File: src/rtl/dpi_call_arbiter.sv
// dpi_call_arbiter
//   Shares one host-side DPI call channel among N_REQ hardware requesters.
//   A round-robin winner is latched and serialized as one header beat
//   ({grant id, element count, function id}) followed by one beat per
//   argument word. The host answers with a return-value beat followed by
//   output-array beats, which are collected into a packed result and
//   presented to the winner with a one-cycle rsp_valid_o pulse. Exactly one
//   call is in flight at a time.
//
// Ports
//   clk_i, rst_i              clock, asynchronous active-high reset
//   req_valid_i / req_ready_o per-requester request / one-hot accept strobe
//   req_func_id_i, req_len_i, req_args_i
//                             packed per-requester function id, element
//                             count and argument array (word i at [i*32+:32])
//   rsp_valid_o               one-cycle completion pulse to the winner
//   rsp_ret_o, rsp_data_o     return value and output array, held until the
//                             next completion
//   busy_o                    high while a call is in progress
//   call_valid_o/ready_i/data_o/last_o   outgoing call beat stream
//   ret_valid_i/ready_o/data_i/last_i    incoming return beat stream
module dpi_call_arbiter #(
  parameter int N_REQ     = 4,
  parameter int N_WORDS   = 4,
  parameter int FUNC_ID_W = 8,
  parameter int LEN_W     = $clog2(N_WORDS + 1)
) (
  input  logic                           clk_i,
  input  logic                           rst_i,
  input  logic [N_REQ-1:0]               req_valid_i,
  output logic [N_REQ-1:0]               req_ready_o,
  input  logic [N_REQ*FUNC_ID_W-1:0]     req_func_id_i,
  input  logic [N_REQ*LEN_W-1:0]         req_len_i,
  input  logic [N_REQ*N_WORDS*32-1:0]    req_args_i,
  output logic [N_REQ-1:0]               rsp_valid_o,
  output logic [31:0]                    rsp_ret_o,
  output logic [N_WORDS*32-1:0]          rsp_data_o,
  output logic                           busy_o,
  output logic                           call_valid_o,
  input  logic                           call_ready_i,
  output logic [31:0]                    call_data_o,
  output logic                           call_last_o,
  input  logic                           ret_valid_i,
  output logic                           ret_ready_o,
  input  logic [31:0]                    ret_data_i,
  input  logic                           ret_last_i
);

  localparam int PTR_W = $clog2(N_REQ);
  localparam int IDX_W = (N_WORDS > 1) ? $clog2(N_WORDS) : 1;

  typedef enum logic [2:0] {
    S_IDLE,
    S_HDR,
    S_ARGS,
    S_WAIT_RET,
    S_RET_DATA,
    S_DONE
  } state_t;

  state_t               state_q, state_d;
  logic [PTR_W-1:0]     ptr_q;
  logic [PTR_W-1:0]     g_q;
  logic [LEN_W-1:0]     len_q;
  logic [LEN_W-1:0]     k_q;
  logic [LEN_W-1:0]     j_q;
  logic [FUNC_ID_W-1:0] func_q;
  logic [31:0]          args_q [N_WORDS];
  logic [31:0]          res_q  [N_WORDS];
  logic [31:0]          res_d  [N_WORDS];
  logic [31:0]          ret_q;
  logic [31:0]          rsp_ret_q;
  logic [31:0]          rsp_data_q [N_WORDS];

  // Per-requester views of the packed request buses
  logic [FUNC_ID_W-1:0] fid_arr [N_REQ];
  logic [LEN_W-1:0]     len_arr [N_REQ];
  logic [31:0]          arg_arr [N_REQ][N_WORDS];

  for (genvar r = 0; r < N_REQ; r++) begin : g_unpack
    assign fid_arr[r] = req_func_id_i[r*FUNC_ID_W +: FUNC_ID_W];
    assign len_arr[r] = req_len_i[r*LEN_W +: LEN_W];
    for (genvar w = 0; w < N_WORDS; w++) begin : g_word
      assign arg_arr[r][w] = req_args_i[(r*N_WORDS + w)*32 +: 32];
    end
  end

  for (genvar w = 0; w < N_WORDS; w++) begin : g_rsp
    assign rsp_data_o[w*32 +: 32] = rsp_data_q[w];
  end

  assign rsp_ret_o = rsp_ret_q;
  assign busy_o    = (state_q != S_IDLE);

  // Round-robin search starting one past the last winner. ptr < N_REQ and
  // the offset is at most N_REQ, so a single conditional subtract wraps it.
  logic             gnt_found;
  logic [PTR_W-1:0] gnt_idx;
  logic [PTR_W:0]   cand_sum;

  always_comb begin
    gnt_found = 1'b0;
    gnt_idx   = '0;
    cand_sum  = '0;
    for (int i = 0; i < N_REQ; i++) begin
      cand_sum = {1'b0, ptr_q} + (PTR_W+1)'(i + 1);
      if (cand_sum >= (PTR_W+1)'(N_REQ)) begin
        cand_sum = cand_sum - (PTR_W+1)'(N_REQ);
      end
      if (!gnt_found && req_valid_i[cand_sum[PTR_W-1:0]]) begin
        gnt_found = 1'b1;
        gnt_idx   = cand_sum[PTR_W-1:0];
      end
    end
  end

  logic [LEN_W-1:0] len_sel;
  logic [LEN_W-1:0] len_clamped;

  assign len_sel     = len_arr[gnt_idx];
  assign len_clamped = (len_sel > LEN_W'(N_WORDS)) ? LEN_W'(N_WORDS) : len_sel;

  logic args_last;
  logic ret_done;

  assign args_last = (k_q == (len_q - LEN_W'(1)));
  assign ret_done  = ret_valid_i && ret_last_i &&
                     ((state_q == S_WAIT_RET) || (state_q == S_RET_DATA));

  // Result buffer with the current output-array beat merged in; beats past
  // the buffer are accepted but leave it untouched.
  always_comb begin
    res_d = res_q;
    if ((state_q == S_RET_DATA) && ret_valid_i && (j_q < LEN_W'(N_WORDS))) begin
      res_d[j_q[IDX_W-1:0]] = ret_data_i;
    end
  end

  always_comb begin
    state_d      = state_q;
    req_ready_o  = '0;
    rsp_valid_o  = '0;
    call_valid_o = 1'b0;
    call_data_o  = '0;
    call_last_o  = 1'b0;
    ret_ready_o  = 1'b0;
    case (state_q)
      S_IDLE: begin
        if (gnt_found) begin
          req_ready_o[gnt_idx] = 1'b1;
          state_d              = S_HDR;
        end
      end
      S_HDR: begin
        call_valid_o = 1'b1;
        call_data_o  = {8'(g_q), 8'(len_q), 16'(func_q)};
        call_last_o  = (len_q == '0);
        if (call_ready_i) begin
          state_d = (len_q == '0) ? S_WAIT_RET : S_ARGS;
        end
      end
      S_ARGS: begin
        call_valid_o = 1'b1;
        call_data_o  = args_q[k_q[IDX_W-1:0]];
        call_last_o  = args_last;
        if (call_ready_i && args_last) begin
          state_d = S_WAIT_RET;
        end
      end
      S_WAIT_RET: begin
        ret_ready_o = 1'b1;
        if (ret_valid_i) begin
          state_d = ret_last_i ? S_DONE : S_RET_DATA;
        end
      end
      S_RET_DATA: begin
        ret_ready_o = 1'b1;
        if (ret_valid_i && ret_last_i) begin
          state_d = S_DONE;
        end
      end
      S_DONE: begin
        rsp_valid_o[g_q] = 1'b1;
        state_d          = S_IDLE;
      end
      default: state_d = S_IDLE;
    endcase
  end

  // Control state and the visible response registers
  always_ff @(posedge clk_i or posedge rst_i) begin
    if (rst_i) begin
      state_q   <= S_IDLE;
      ptr_q     <= PTR_W'(N_REQ - 1);
      g_q       <= '0;
      len_q     <= '0;
      k_q       <= '0;
      j_q       <= '0;
      rsp_ret_q <= '0;
      for (int w = 0; w < N_WORDS; w++) begin
        rsp_data_q[w] <= '0;
      end
    end else begin
      state_q <= state_d;
      case (state_q)
        S_IDLE: begin
          if (gnt_found) begin
            g_q   <= gnt_idx;
            len_q <= len_clamped;
            k_q   <= '0;
            j_q   <= '0;
          end
        end
        S_ARGS: begin
          if (call_ready_i) begin
            k_q <= k_q + LEN_W'(1);
          end
        end
        S_RET_DATA: begin
          if (ret_valid_i && (j_q < LEN_W'(N_WORDS))) begin
            j_q <= j_q + LEN_W'(1);
          end
        end
        S_DONE: begin
          ptr_q <= g_q;
        end
        default: ;
      endcase
      // A call that returns only its value publishes the beat directly.
      if (ret_done) begin
        rsp_ret_q  <= (state_q == S_WAIT_RET) ? ret_data_i : ret_q;
        rsp_data_q <= res_d;
      end
    end
  end

  // Payload registers; only meaningful once a grant has loaded them
  always_ff @(posedge clk_i) begin
    if ((state_q == S_IDLE) && gnt_found) begin
      func_q <= fid_arr[gnt_idx];
      for (int w = 0; w < N_WORDS; w++) begin
        args_q[w] <= arg_arr[gnt_idx][w];
        res_q[w]  <= '0;
      end
    end else begin
      res_q <= res_d;
    end
    if ((state_q == S_WAIT_RET) && ret_valid_i) begin
      ret_q <= ret_data_i;
    end
  end

endmodule

File: config.mk
export PLATFORM = sky130hd
export DESIGN_NAME = dpi_call_arbiter
export DESIGN_NICKNAME = d
export VERILOG_FILES = /design/src/rtl/dpi_call_arbiter.sv
export SDC_FILE = /design/constraint.sdc
export NUM_CORES = 1
export LEC_CHECK = 0
export ABC_AREA = 0
export CORE_AREA = 2 2 315 317
export DETAILED_ROUTE_END_ITERATION = 7
export DIE_AREA = 0 0 317 319
export HOLD_SLACK_MARGIN = 0.02
export PLACE_DENSITY = 0.56
export RECOVER_POWER = 100
export SKIP_LAST_GASP = 1
export SLEW_MARGIN = 40
export SYNTH_ARGS = -nofsm -noshare
export SYNTH_HDL_FRONTEND = slang
export SYNTH_SLANG_ARGS = --single-unit
File: constraint.sdc
create_clock -name clk_i -period 16.7 [get_ports clk_i]
set_clock_uncertainty 0.1 [all_clocks]
set_input_delay 1.67 -clock clk_i [delete_from_list [all_inputs] [get_ports clk_i]]
set_output_delay 1.67 -clock clk_i [all_outputs]
set_load 0.02 [all_outputs]
Word level (Yosys, flattened, before mapping)
Memory sizes are Yosys's and may differ from the RTL's.
Index checks and enable logic that the tools add are counted.
Storage, ports and cells
  flip-flop bits (word level): 344
  memory bits (writable): 128
  input bits: 597
  output and inout port bits: 204
  logic and storage cells: 151
  memories kept: 1
Operators by class
  add/sub/neg operators: 11
  magnitude comparators: 17
  equal/unequal tests: 13
  mux-type cells: 61
  bitwise operators: 2
  reductions and logical operators: 29
Memory list
  args_q: words 4, width 32, read ports 1, clocked after Yosys merged registers in 0, wr ports 4, line 68  | logic [31:0] args_q [N_WORDS];
Operators with widths (number)
  $mux W128: 3
  $bmux W128 S2: 1
  $bwmux W128: 1
  $demux W32 S2: 1
  $mux W32: 2
  $pmux W32 S2: 1
  $mux W3: 11
  $ge A3 B3 Y1 const B: 6
  $lt A2 B3 Y1 const B: 6
  $bmux W8 S2: 1
  $mux W1: 16
  $mux W2: 8
  $mux W8: 2
  $pmux W3 S5: 1
  $logic_and A1 B1 Y1: 14
  $mux W4: 3
  $ne A2 B2 Y1 const B: 6
  $pmux W3 S2: 2
  $bmux W1 S2: 4
  $sub A2 B1 Y2 const B: 4
  $add A2 B2 Y3 const B: 2
  $add A3 B1 Y3 const B: 2
  $bmux W3 S2: 1
  $eq A3 B2 Y1 const B: 2
  23 further kinds: 33

Logic depth before layout (Yosys ltp)
  depth in word-level cells: 21
  depth in mapped cells: 9
  gate-level depth less buffers: 8

Worst setup path before layout
No wires, ideal clock.
  path kind: input to output
  from: in req_valid_i[2]
  to: out req_ready_o[1]
  arrival time: 3.059 ns
  required time: 14.930 ns
  setup slack: 11.871 ns
  cell stages on the path: 7
  path buffers: 3
  path through: nand2b_1 > a21boi_2 > o21ba_4 > buf_6 > buf_6 > buf_2 > nor3_1
On the way
  word-level cells in the longest chain between the ends: 18
  elaborated cells on any way between the ends: 29
  classes of those cells: 2 x order compare; 20 x mux; 7 x reduce/logical
Ends and longest elaborated chain
  from (decl): line 30  | input logic [N_REQ-1:0] req_valid_i,
  $bmux W1 S2: line 110  | if (!gnt_found && req_valid_i[cand_sum[PTR_W-1:0]]) begin
  $mux W1 (implied by the code): line 110
  $mux W1: line 110
  $logic_not A1 Y1: line 110
  $logic_and A1 B1 Y1: line 110
  $mux W1: line 110
  $logic_not A1 Y1: line 110
  $logic_and A1 B1 Y1: line 110
  (+2 left out)
  $logic_and A1 B1 Y1: line 110
  $mux W2: line 110
  $lt A2 B3 Y1 (implied by the code) / $ge A2 B1 Y1 (equally long branches): line 150  | req_ready_o[gnt_idx] = 1'b1;
  $logic_and A1 B1 Y1 (implied by the code): line 150
  $mux W1 (implied by the code): line 150
  $demux W1 S2: line 150
  $mux W4 *: line 149  | if (gnt_found) begin
  $mux W4 *: line 147  | case (state_q)
  to (decl): line 31  | output logic [N_REQ-1:0] req_ready_o,
Every way passes the cells marked *; elsewhere a longest branch is shown, timed or not. The select of a mux whose other input is x is not followed.

Worst setup path in the final report
  from: in req_valid_i[0]
  to: reg func_q[2], enable pin
On the way
  word-level cells in the longest chain between the ends: 13
  elaborated cells on any way between the ends: 19
  classes of those cells: 12 x mux; 7 x reduce/logical
Ends and longest elaborated chain
  $bmux W1 S2: line 110
  $mux W1 (implied by the code): line 110
  $mux W1: line 110
  $logic_not A1 Y1: line 110
  $logic_and A1 B1 Y1: line 110
  $mux W1: line 110
  $logic_not A1 Y1: line 110
  $logic_and A1 B1 Y1: line 110
  $mux W1: line 110
  $logic_not A1 Y1: line 110
  $logic_and A1 B1 Y1: line 110
  $mux W1 *: line 110
  $logic_and A1 B1 Y1 *: line 239  | if ((state_q == S_IDLE) && gnt_found) begin
  to (signal assigned): line 240  | func_q <= fid_arr[gnt_idx];
  to (decl): line 67  | logic [FUNC_ID_W-1:0] func_q;
Marked as above.
A chain may end at the register's enable or synchronous reset.

==> metrics.txt <==
sequential share of the synthesized area 54.8%; Psw 0.00209 W; Mapped Cells 2117; PD cells 166 mW/mm²; Area contributors post-synth edfxtp_1 (23%), dfrtp_1 (20%), dfxtp_1 (12%); Final WS setup 6.76 ns; failing checks capacitance limit, slew limit; HP Class reg2reg; Worst EP required 16.75 ns; Comb power frac 42.8%; Synth-to-Final Area Change 49.3%; max-slew violations 1039; largest net degree at the start of global routing 185; initial antenna violation count 54; switching share of power 38.5%; Post-route DRC 0; Core ar. 0.0977 mm²; Fin. Hold Viols 0; worst skew pair latency 0.61 ns; Cell Rows 115; delay-heaviest family, CP buffers and inverters; CTS max path bufs 3; Detail Route Antenna Nets 0; full die area 0.101 mm²; post-synth top area share 23.0%; CTS tree built; RSZ-0062 raised after global routing false; Post-Layout Cell Count 4188; Post-Synth XOR/XNOR Area 0.160%; gpl congestion 0.917; Port-buffer cells 800; Synth warnings 0; post-CTS sizing 0; Final nets 3429; Synth Net Count 2721; Inst Count DP 4056; EDFF count, synth 168; Slowest-stage cell, CP clkbuf_1; cts hold-fix bufs 0; Post-Layout Inst Area 0.0327 mm²; vias in the first global route 18.8k; Max Freq 101 MHz; CTS root buf clkbuf_16; Post-Place Worst Slack 10.65 ns; crit path max fanout 76; Hold Worst Slack 0.392 ns; VDD IR-drop max 0.0825 mV; worst-margin pin slew 4.51 ns; Post-CTS Setup Inserts 0; DR vias/cell 4.58; CP endpoint kind flip-flop; WP data arrival 9.99 ns; CP dominant cell by count clkbuf_1; flops & latches, synth 472; Die Ht 319 µm; WS Path Type in2reg; run status finished, violations left; ys flop type dfrtp_1; Routed wire per std cell 22.7 µm; max incr delay on CP 2.79 ns; WP buf/inv 4; compound-gate portion of the synthesized area 13.9%; Clock transition at path regs 0.06 ns; clock sink count 472; setup TNS 0 ns; Simple-Gate Fraction of Synth Area 15.5%; min Tclk post-route 9.94 ns; fin crit share 59.5%; mux contribution to synthesized area 10.9%; 1st-iter DRT viols 1274; Routed WL 95.0 mm; first-pass GRT wire length 134 mm; synthesized cell area 0.0219 mm²; Pre-antenna DRT Iters 5; syn_area_per_cell 10.4 µm²; Unique masters post-synth 49; cell with the most instances after synthesis nor2_1; internal power 0.00334 W; via count 19.2k; largest family of logic cells by synthesized area simple AND/OR/NAND/NOR gates; Async SR Flop Fraction 37.3%; Fill cells 10.1k; Pleak 13.3 nW; H-tree depth 2; CTS Buf Count 53; Commonest cells post-synth nor2_1 (302), nand2_1 (287), dfrtp_1 (174); die width 317 µm; Slew HR -201%; Startpoint Class input port; layout cells sized above 1 5.19%; Yosys top cell by area edfxtp_1; Reg power frac 34.4%; io pins 801; max-cap check violation count 18; dpl cell area 0.0309 mm²; Initial Util 22.4%; crit-path cells dlygate4sd3_1 -> or4_1 -> nand2_1 -> clkinvlp_2 -> clkbuf_1 -> clkbuf_1; DP HPWL 71.6 mm; All-Layer GR Usage 18.0%; Clock power frac 22.8%; adder-cell share of the synthesized area 0.400%; Setup violations, final 0; gr ovfl total 0
kinds of logic after synthesis:
logic type      count (synthesis)
compound gates                477
xor+xnor                        4
fa+ha+maj                       7
buf+inv                       184
flops                         472
mux                           198
simple gates                  775
tightest hold or removal path: stages (launching register included):
cell and delay, ns:
dfxtp_1 0.31, mux2i_1 0.08, nor2_1 0.08
power by group through the flow:
stage | clock (W) | combinational (W) | sequential [W]
2_1_floorplan | 0 | 0.00114 | 0.00206
3_3_place_gp | 0 | 0.00241 | 0.00188
3_5_place_dp | 0 | 0.00244 | 0.00188
4_1_cts | 0.00127 | 0.00244 | 0.00186
5_1_grt | 0.00132 | 0.00252 | 0.00191
6_report | 0.00124 | 0.00232 | 0.00187
state kept, by name, indices dropped and copies added (netlist names):
name	cells
args_q	128
res_q	128
rsp_data_o	128
ret_q	32
rsp_ret_o	32
func_q	8
j_q	3
k_q	3
len_q	3
state_q	3
g_q	2
ptr_q	2
layer usage:
metal	track usage [%]	wire length, µm	vias up
met5	0	265	-
met4	6.97	3480	40
met3	5.82	8090	181
met2	29.7	45300	760
met1	21.6	37800	9236
li1	-	-	8955
cell usage in the layout (no fill, tap or decap), types with 26 or more instances in the layout:
cell type,synthesis,routed
and2_0,13,38
mux2i_1,164,164
and2_1,143,118
dfrtp_1,174,172
a31oi_1,137,137
nand2_1,287,288
clkdlybuf4s50_1,0,564
edfxtp_1,168,168
clkbuf_16,0,56
mux4_2,32,32
clkbuf_1,66,26
dlygate4sd3_1,0,236
a21oi_1,169,170
diode_2,0,32
a211oi_1,136,136
nor2_1,302,302
dfxtp_1,128,128
through the flow:
step           total power [W]  util (%)
2_1_floorplan          0.00320         -
3_3_place_gp           0.00429      31.6
4_1_cts                0.00557      33.6
5_1_grt                0.00575      33.5
3_5_place_dp           0.00431      31.7
6_report               0.00543      33.5
worst paths after layout:
path                       cells past startpoint  slack, ns             end           start
max                                            6       6.76       func_q[2]  req_valid_i[0]
min reg2reg                                    2       0.39       res_q[26]       res_q[26]
max in group asynchronous                      3       9.65  rsp_data_o[80]           rst_i
max reg2reg                                    5       7.12       func_q[2]      state_q[2]
min                                            2       0.39       res_q[26]       res_q[26]
min in group asynchronous                      2       2.30  rsp_data_o[10]           rst_i
area by class of cell:
cell class	count	area (µm²)	area share (%)
Antenna cell	32	80.1	0.245
Clock buffer	72	1510	4.62
Clock inverter	27	345	1.06
Inverter	11	43.8	0.134
Multi-Input combinational cell	1461	8920	27.3
Sequential cell	472	12000	36.7
Tap cell	1287	1610	4.92
Timing Repair Buffer	826	8190	25.0
Note: power is estimated with default switching activity, not from simulation.
